## config.mk

```make
export PLATFORM = sky130hd
export DESIGN_NAME = aes_stream_sequencer_flat
export DESIGN_NICKNAME = d
export VERILOG_FILES = /design/src/rtl/aes_stream_sequencer_if.sv /design/src/rtl/aes_stream_sequencer.sv /design/src/flat_wrapper.sv
export SDC_FILE = /design/constraint.sdc
export NUM_CORES = 1
export LEC_CHECK = 0
export CORE_AREA = 2 2 233 235
export DETAILED_ROUTE_END_ITERATION = 10
export DIE_AREA = 0 0 235 237
export PLACE_DENSITY = 0.65
export SLEW_MARGIN = 15
export SYNTH_ARGS = -nofsm -noshare
export SYNTH_HDL_FRONTEND = slang
export SYNTH_SLANG_ARGS = --single-unit
```

## constraint.sdc

```tcl
create_clock -name clk -period 16.1 [get_ports clk]
set_clock_uncertainty 0.05 [all_clocks]
set_input_delay 2.415 -clock clk [delete_from_list [all_inputs] [get_ports clk]]
set_output_delay 2.415 -clock clk [all_outputs]
set_load 0.02 [all_outputs]
```

## src/rtl/aes_stream_sequencer_if.sv

```systemverilog
// aes_stream_sequencer_if
// Bundles the client stream handshake and the AES driver register bus.
//   Client request : in_valid, in_ready, in_key_load, in_key[255:0], in_block[127:0]
//   Client result  : out_valid, out_ready, out_block[127:0], out_error
//   Driver writes  : drv_data_in[31:0], drv_write_addr[3:0], drv_write_en, drv_start
//   Driver status  : drv_done, drv_read_addr[1:0], drv_data_out[31:0]
// The slave modport is the sequencer. The master modport is the client together
// with the driver it controls.
interface aes_stream_sequencer_if;
  logic         in_valid;
  logic         in_ready;
  logic         in_key_load;
  logic [255:0] in_key;
  logic [127:0] in_block;
  logic         out_valid;
  logic         out_ready;
  logic [127:0] out_block;
  logic         out_error;
  logic [31:0]  drv_data_in;
  logic [3:0]   drv_write_addr;
  logic         drv_write_en;
  logic         drv_start;
  logic         drv_done;
  logic [1:0]   drv_read_addr;
  logic [31:0]  drv_data_out;

  modport slave (
    input  in_valid, in_key_load, in_key, in_block, out_ready, drv_done, drv_data_out,
    output in_ready, out_valid, out_block, out_error,
           drv_data_in, drv_write_addr, drv_write_en, drv_start, drv_read_addr
  );

  modport master (
    output in_valid, in_key_load, in_key, in_block, out_ready, drv_done, drv_data_out,
    input  in_ready, out_valid, out_block, out_error,
           drv_data_in, drv_write_addr, drv_write_en, drv_start, drv_read_addr
  );
endinterface

```

## src/rtl/aes_stream_sequencer.sv

```systemverilog
// aes_stream_sequencer
// Runs one AES-256 job at a time through the register-mapped driver. A request
// (block plus an optional key) is accepted in IDLE. The sequencer writes the key
// words (when a reload is requested) and then the plaintext words. It pulses
// start, waits for done, reads the four ciphertext words back and holds the
// result until the client takes it.
// Ports:
//   clk       : clock, rising edge
//   reset     : synchronous, active-high; aborts any job, clears key_valid
//   bus       : aes_stream_sequencer_if.slave (client handshake + driver bus)
//   key_valid : a key has been written to the driver since reset
//   busy      : a job is in flight (state is not IDLE)
module aes_stream_sequencer #(
  parameter int TIMEOUT = 255
) (
  input  logic                         clk,
  input  logic                         reset,
  aes_stream_sequencer_if.slave        bus,
  output logic                         key_valid,
  output logic                         busy
);

  localparam int CNT_W = $clog2(TIMEOUT + 1);
  localparam logic [CNT_W-1:0] CNT_LAST = CNT_W'(TIMEOUT - 1);
  localparam logic [CNT_W-1:0] CNT_MAX  = CNT_W'(TIMEOUT);

  typedef enum logic [2:0] {
    S_IDLE, S_WKEY, S_WPT, S_START, S_WAIT, S_READ, S_OUT
  } state_t;

  state_t             r_state;
  state_t             w_next;
  logic [2:0]         r_idx;
  logic [CNT_W-1:0]   r_cnt;
  logic               r_done_low;
  logic               r_key_valid;
  logic [255:0]       r_key;
  logic [127:0]       r_block;
  logic [127:0]       r_out_block;
  logic               r_out_error;
  logic               w_done_ok;
  logic               w_timeout;

  // Word 0 of both the key and the block sits in the most significant bits.
  function automatic logic [31:0] key_word(input logic [255:0] k, input logic [2:0] i);
    return k[255 - 32*int'(i) -: 32];
  endfunction

  function automatic logic [31:0] block_word(input logic [127:0] b, input logic [1:0] i);
    return b[127 - 32*int'(i) -: 32];
  endfunction

  // A done flag counts only after it has been seen low during this WAIT.
  // This ignores a level-high done left over from the previous job.
  assign w_done_ok = r_done_low && bus.drv_done;
  assign w_timeout = (r_cnt == CNT_LAST);

  always_ff @(posedge clk) begin
    if (reset) r_state <= S_IDLE;
    else       r_state <= w_next;
  end

  always_comb begin
    w_next             = r_state;
    bus.in_ready       = 1'b0;
    bus.out_valid      = 1'b0;
    bus.drv_write_en   = 1'b0;
    bus.drv_write_addr = 4'd0;
    bus.drv_data_in    = 32'd0;
    bus.drv_start      = 1'b0;
    bus.drv_read_addr  = 2'd0;
    case (r_state)
      S_IDLE: begin
        bus.in_ready = 1'b1;
        if (bus.in_valid) begin
          if (bus.in_key_load)   w_next = S_WKEY;
          else if (r_key_valid)  w_next = S_WPT;
          else                   w_next = S_OUT;
        end
      end
      S_WKEY: begin
        bus.drv_write_en   = 1'b1;
        bus.drv_write_addr = {1'b0, r_idx};
        bus.drv_data_in    = key_word(r_key, r_idx);
        if (r_idx == 3'd7) w_next = S_WPT;
      end
      S_WPT: begin
        bus.drv_write_en   = 1'b1;
        bus.drv_write_addr = {2'b10, r_idx[1:0]};
        bus.drv_data_in    = block_word(r_block, r_idx[1:0]);
        if (r_idx == 3'd3) w_next = S_START;
      end
      S_START: begin
        bus.drv_start = 1'b1;
        w_next        = S_WAIT;
      end
      S_WAIT: begin
        if (w_done_ok)      w_next = S_READ;
        else if (w_timeout) w_next = S_OUT;
      end
      S_READ: begin
        bus.drv_read_addr = r_idx[1:0];
        if (r_idx == 3'd3) w_next = S_OUT;
      end
      S_OUT: begin
        bus.out_valid = 1'b1;
        if (bus.out_ready) w_next = S_IDLE;
      end
      default: w_next = S_IDLE;
    endcase
  end

  // Captured request words are pure data and are not reset.
  always_ff @(posedge clk) begin
    if (r_state == S_IDLE && bus.in_valid) begin
      r_key   <= bus.in_key;
      r_block <= bus.in_block;
    end
  end

  always_ff @(posedge clk) begin
    if (reset) begin
      r_idx       <= 3'd0;
      r_cnt       <= '0;
      r_done_low  <= 1'b0;
      r_key_valid <= 1'b0;
      r_out_block <= 128'd0;
      r_out_error <= 1'b0;
    end else begin
      // Word index restarts on every state change.
      r_idx <= (w_next != r_state) ? 3'd0 : r_idx + 3'd1;

      case (r_state)
        S_IDLE: begin
          if (bus.in_valid) begin
            r_out_block <= 128'd0;
            r_out_error <= !bus.in_key_load && !r_key_valid;
          end
        end
        S_WKEY: begin
          if (r_idx == 3'd7) r_key_valid <= 1'b1;
        end
        S_START: begin
          r_cnt      <= '0;
          r_done_low <= 1'b0;
        end
        S_WAIT: begin
          if (!bus.drv_done) r_done_low <= 1'b1;
          if (r_cnt != CNT_MAX) r_cnt <= r_cnt + CNT_W'(1);
          if (!w_done_ok && w_timeout) begin
            r_out_block <= 128'd0;
            r_out_error <= 1'b1;
          end
        end
        S_READ: begin
          r_out_block[127 - 32*int'(r_idx[1:0]) -: 32] <= bus.drv_data_out;
          if (r_idx == 3'd3) r_out_error <= 1'b0;
        end
        default: ;
      endcase
    end
  end

  assign bus.out_block = r_out_block;
  assign bus.out_error = r_out_error;
  assign key_valid     = r_key_valid;
  assign busy          = (r_state != S_IDLE);

endmodule

```

## src/flat_wrapper.sv

```systemverilog
// flat-port wrapper written by rule: the top's interface ports become plain ports
module aes_stream_sequencer_flat 
#(
  parameter int TIMEOUT = 255
)
  (clk, reset, key_valid, busy, bus_in_valid, bus_in_key_load, bus_in_key, bus_in_block, bus_out_ready, bus_drv_done, bus_drv_data_out, bus_in_ready, bus_out_valid, bus_out_block, bus_out_error, bus_drv_data_in, bus_drv_write_addr, bus_drv_write_en, bus_drv_start, bus_drv_read_addr);
  aes_stream_sequencer_if bus_i ();
  input  logic clk;
  input  logic reset;
  output logic key_valid;
  output logic busy;
  input wire logic [$bits(bus_i.in_valid)-1:0] bus_in_valid;
  input wire logic [$bits(bus_i.in_key_load)-1:0] bus_in_key_load;
  input wire logic [$bits(bus_i.in_key)-1:0] bus_in_key;
  input wire logic [$bits(bus_i.in_block)-1:0] bus_in_block;
  input wire logic [$bits(bus_i.out_ready)-1:0] bus_out_ready;
  input wire logic [$bits(bus_i.drv_done)-1:0] bus_drv_done;
  input wire logic [$bits(bus_i.drv_data_out)-1:0] bus_drv_data_out;
  output wire logic [$bits(bus_i.in_ready)-1:0] bus_in_ready;
  output wire logic [$bits(bus_i.out_valid)-1:0] bus_out_valid;
  output wire logic [$bits(bus_i.out_block)-1:0] bus_out_block;
  output wire logic [$bits(bus_i.out_error)-1:0] bus_out_error;
  output wire logic [$bits(bus_i.drv_data_in)-1:0] bus_drv_data_in;
  output wire logic [$bits(bus_i.drv_write_addr)-1:0] bus_drv_write_addr;
  output wire logic [$bits(bus_i.drv_write_en)-1:0] bus_drv_write_en;
  output wire logic [$bits(bus_i.drv_start)-1:0] bus_drv_start;
  output wire logic [$bits(bus_i.drv_read_addr)-1:0] bus_drv_read_addr;
  assign bus_i.in_valid = bus_in_valid;
  assign bus_i.in_key_load = bus_in_key_load;
  assign bus_i.in_key = bus_in_key;
  assign bus_i.in_block = bus_in_block;
  assign bus_i.out_ready = bus_out_ready;
  assign bus_i.drv_done = bus_drv_done;
  assign bus_i.drv_data_out = bus_drv_data_out;
  assign bus_in_ready = bus_i.in_ready;
  assign bus_out_valid = bus_i.out_valid;
  assign bus_out_block = bus_i.out_block;
  assign bus_out_error = bus_i.out_error;
  assign bus_drv_data_in = bus_i.drv_data_in;
  assign bus_drv_write_addr = bus_i.drv_write_addr;
  assign bus_drv_write_en = bus_i.drv_write_en;
  assign bus_drv_start = bus_i.drv_start;
  assign bus_drv_read_addr = bus_i.drv_read_addr;
  aes_stream_sequencer #(.TIMEOUT(TIMEOUT)) u_core (.clk(clk), .reset(reset), .bus(bus_i), .key_valid(key_valid), .busy(busy));
endmodule
```

==> impl_metrics.json <==
{
  "rsz0062_at_grt": "no",
  "p_leak_uw": 0.00951,
  "initial_core_util": 0.368,
  "min_period_ns": 6.38,
  "synth.cell_area_sq_mm": 0.0196,
  "clock_path_buffers": 3,
  "grt_usage": 0.205,
  "layout_common_cells": "clkdlybuf4s50_1 (594), edfxtp_1 (384), dfxtp_1 (143), mux4_2 (96), a22o_1 (86)",
  "antenna_found_initial": 14,
  "ir_drop_v": 0.0000829,
  "status": "finished, final reports clean",
  "viasPerCell": 5.14,
  "portBuffers": 594,
  "setup_viol": 0,
  "gp_congestion": 0.814,
  "finalHoldViolCount": 0,
  "drive_gt1_frac": 0.151,
  "yosysSeqAreaShare": 0.736,
  "synthAdderAreaFrac": 0.00510,
  "rows": 85,
  "crit_chain": "clkdlybuf4s50_1 > and2_4 > buf_4 > buf_4 > buf_4",
  "syn2layout_area_growth_pct": 42.4,
  "crit_path_start_kind": "input pin",
  "grt_pass1_vias": 12900,
  "wl_per_cell_um": 24.2,
  "p_per_area_mw_per_mm2": 122,
  "final_nets": 2081,
  "crit_top_cell": "buf_4",
  "cts_resized": 0,
  "maxSlewViolCount": 0,
  "seq_area_sq_mm": 0.0144,
  "max_stage_delay_ns": 0.95,
  "muxShareOfSynthArea": 0.111,
  "fin_util": 0.524,
  "root_buffer": "clkbuf_16",
  "synthCells": 1053,
  "slowest_stage": "buf_4",
  "synth_compound_area_frac": 0.0920,
  "yosys_warnings": 0,
  "avgSynthCellArea_sq_um": 18.6,
  "post-dp-hpwl_um": 41300,
  "drt_pass1_iterations": 5,
  "grt_pass1_wl_um": 84300,
  "insertion_delay_ns": 0.59,
  "synth-seq-cells": 529,
  "netlist-cell-type-count": 61,
  "crit_type": "in -> reg",
  "htreeDepth": 2,
  "die_x_um": 235,
  "coreArea_sq_mm": 0.0533,
  "vias": 12300,
  "clkTransAtPathRegs_ns": 0.06,
  "grt_max_degree": 90,
  "clock-sinks": 529,
  "hp-class": "reg -> reg",
  "io_pins": 595,
  "cts_buffers": 55,
  "end_kind": "flip-flop",
  "cts_setup_buffers": 0,
  "grt_overflow": 0,
  "drc": 0,
  "synth-xor-area-share": 0.000893,
  "drt_iter0_drc": 859,
  "fin_tns_setup_ns": 0,
  "synthSimpleGateAreaFrac": 0.0335,
  "layout_commonest_cell": "clkdlybuf4s50_1",
  "cts.hold.buffers_added": 0,
  "ys.flop_type": "edfxtp_1",
  "multi_input_area_sq_mm": 0.00477,
  "cpLargestDelayFamily": "buffers and inverters",
  "fin_crit_sh": 0.397,
  "worst-endpoint-arrival_ns": 6.53,
  "synth_nets": 1483,
  "worstPathRequired_ns": 16.25,
  "cap_violations": 0,
  "cts_tree": "built",
  "crit_buf_inv": 4,
  "synth_top_family_by_area": "multiplexers",
  "ant_nets": 0,
  "fmax_mhz": 157,
  "synth_edf_count": 384,
  "async_flop_share": 0,
  "fp.dieArea_sq_mm": 0.0557,
  "tightest_slew_ns": 1.14,
  "maxSlewHeadroom": 0.237,
  "die_h_um": 237,
  "fillers": 4344,
  "path_max_fanout": 86,
  "wirelength_um": 58000
}
worst reg2reg max path: cells and delay by family (launching register included):
family | cells | cell delay [ns]
buffers and inverters | 3 | 2.78
AND/OR/NAND/NOR | 2 | 1.57
flip-flops | 1 | 0.55
cell families (layout without fill, tap and decap cells):
kind of cell | after synthesis | in the layout
DFF | 529 | 529
AOI/OAI and AO/OA | 204 | 204
and+or+nand+nor | 135 | 135
muxes | 97 | 97
buffers and inverters | 78 | 718
adders and majority gates | 8 | 8
xor gates and xnor gates | 2 | 2
other | 0 | 5
registers in the layout (all words and copies together), names as in the netlist:
register	count
u_core.r_done_low	1
u_core.bus.out_block	128
u_core.r_key	256
u_core.r_cnt	8
u_core.r_idx	3
u_core.r_block	128
u_core.key_valid	1
u_core.r_state	3
u_core.bus.out_error	1
report_power, final:
part,total [uW],internal [uW],switching [uW]
logic,491,250,241
registers,1670,1610,53.9
clock network,1240,722,517
worst paths after layout:
kind                                                from                        to  slack, ns  cells past startpoint
worst max register to register         u_core.r_state[2]         u_core.r_key[129]      10.68                      5
worst min-delay path            u_core.bus.out_block[89]  u_core.bus.out_block[89]       0.42                      1
worst max-delay path                        bus_in_valid         u_core.r_key[129]       9.72                      5
worst min register to register  u_core.bus.out_block[89]  u_core.bus.out_block[89]       0.42                      1
cell type report:
cell class	count	area share
sequential	529	0.517
timing repair buffer	608	0.217
multi-input combinational	446	0.171
clock buffer	77	0.0546
tap	696	0.0312
clock inverter	22	0.00797
inverter	11	0.00148
antenna	5	0.000448
synthesized netlist by cell type, types with 13 or more instances:
cell type / instances / area share
buf_6: 13 / 0.0075
edfxtp_1: 384 / 0.59
nor2_1: 15 / 0.0029
buf_2: 26 / 0.0066
a22o_2: 42 / 0.021
a22o_1: 86 / 0.038
mux4_2: 96 / 0.11
a22oi_1: 33 / 0.013
nand2_1: 72 / 0.014
clkbuf_1: 24 / 0.0046
dfxtp_1: 145 / 0.15
per-stage QoR:
stage	hold WS (ns)	area, sq um	setup slack [ns]	total power [uW]	cells
floorplan	0.424	19600	4.20	2010	1053
global placement	0.405	26200	9.22	2190	2290
detailed placement	0.403	26200	9.05	2200	2290
CTS	0.425	27900	9.54	3440	2389
global route	0.435	27900	9.41	3530	2394
finish	0.422	27900	9.72	3400	2394
layer usage:
layer	up-vias	share of wire	GRT usage
li1	5489	-	-
met1	6170	0.38	0.238
met2	538	0.51	0.361
met3	95	0.080	0.0619
met4	10	0.025	0.0641
met5	-	0.0011	0
No activity file was read; power rests on OpenSTA's default activity.
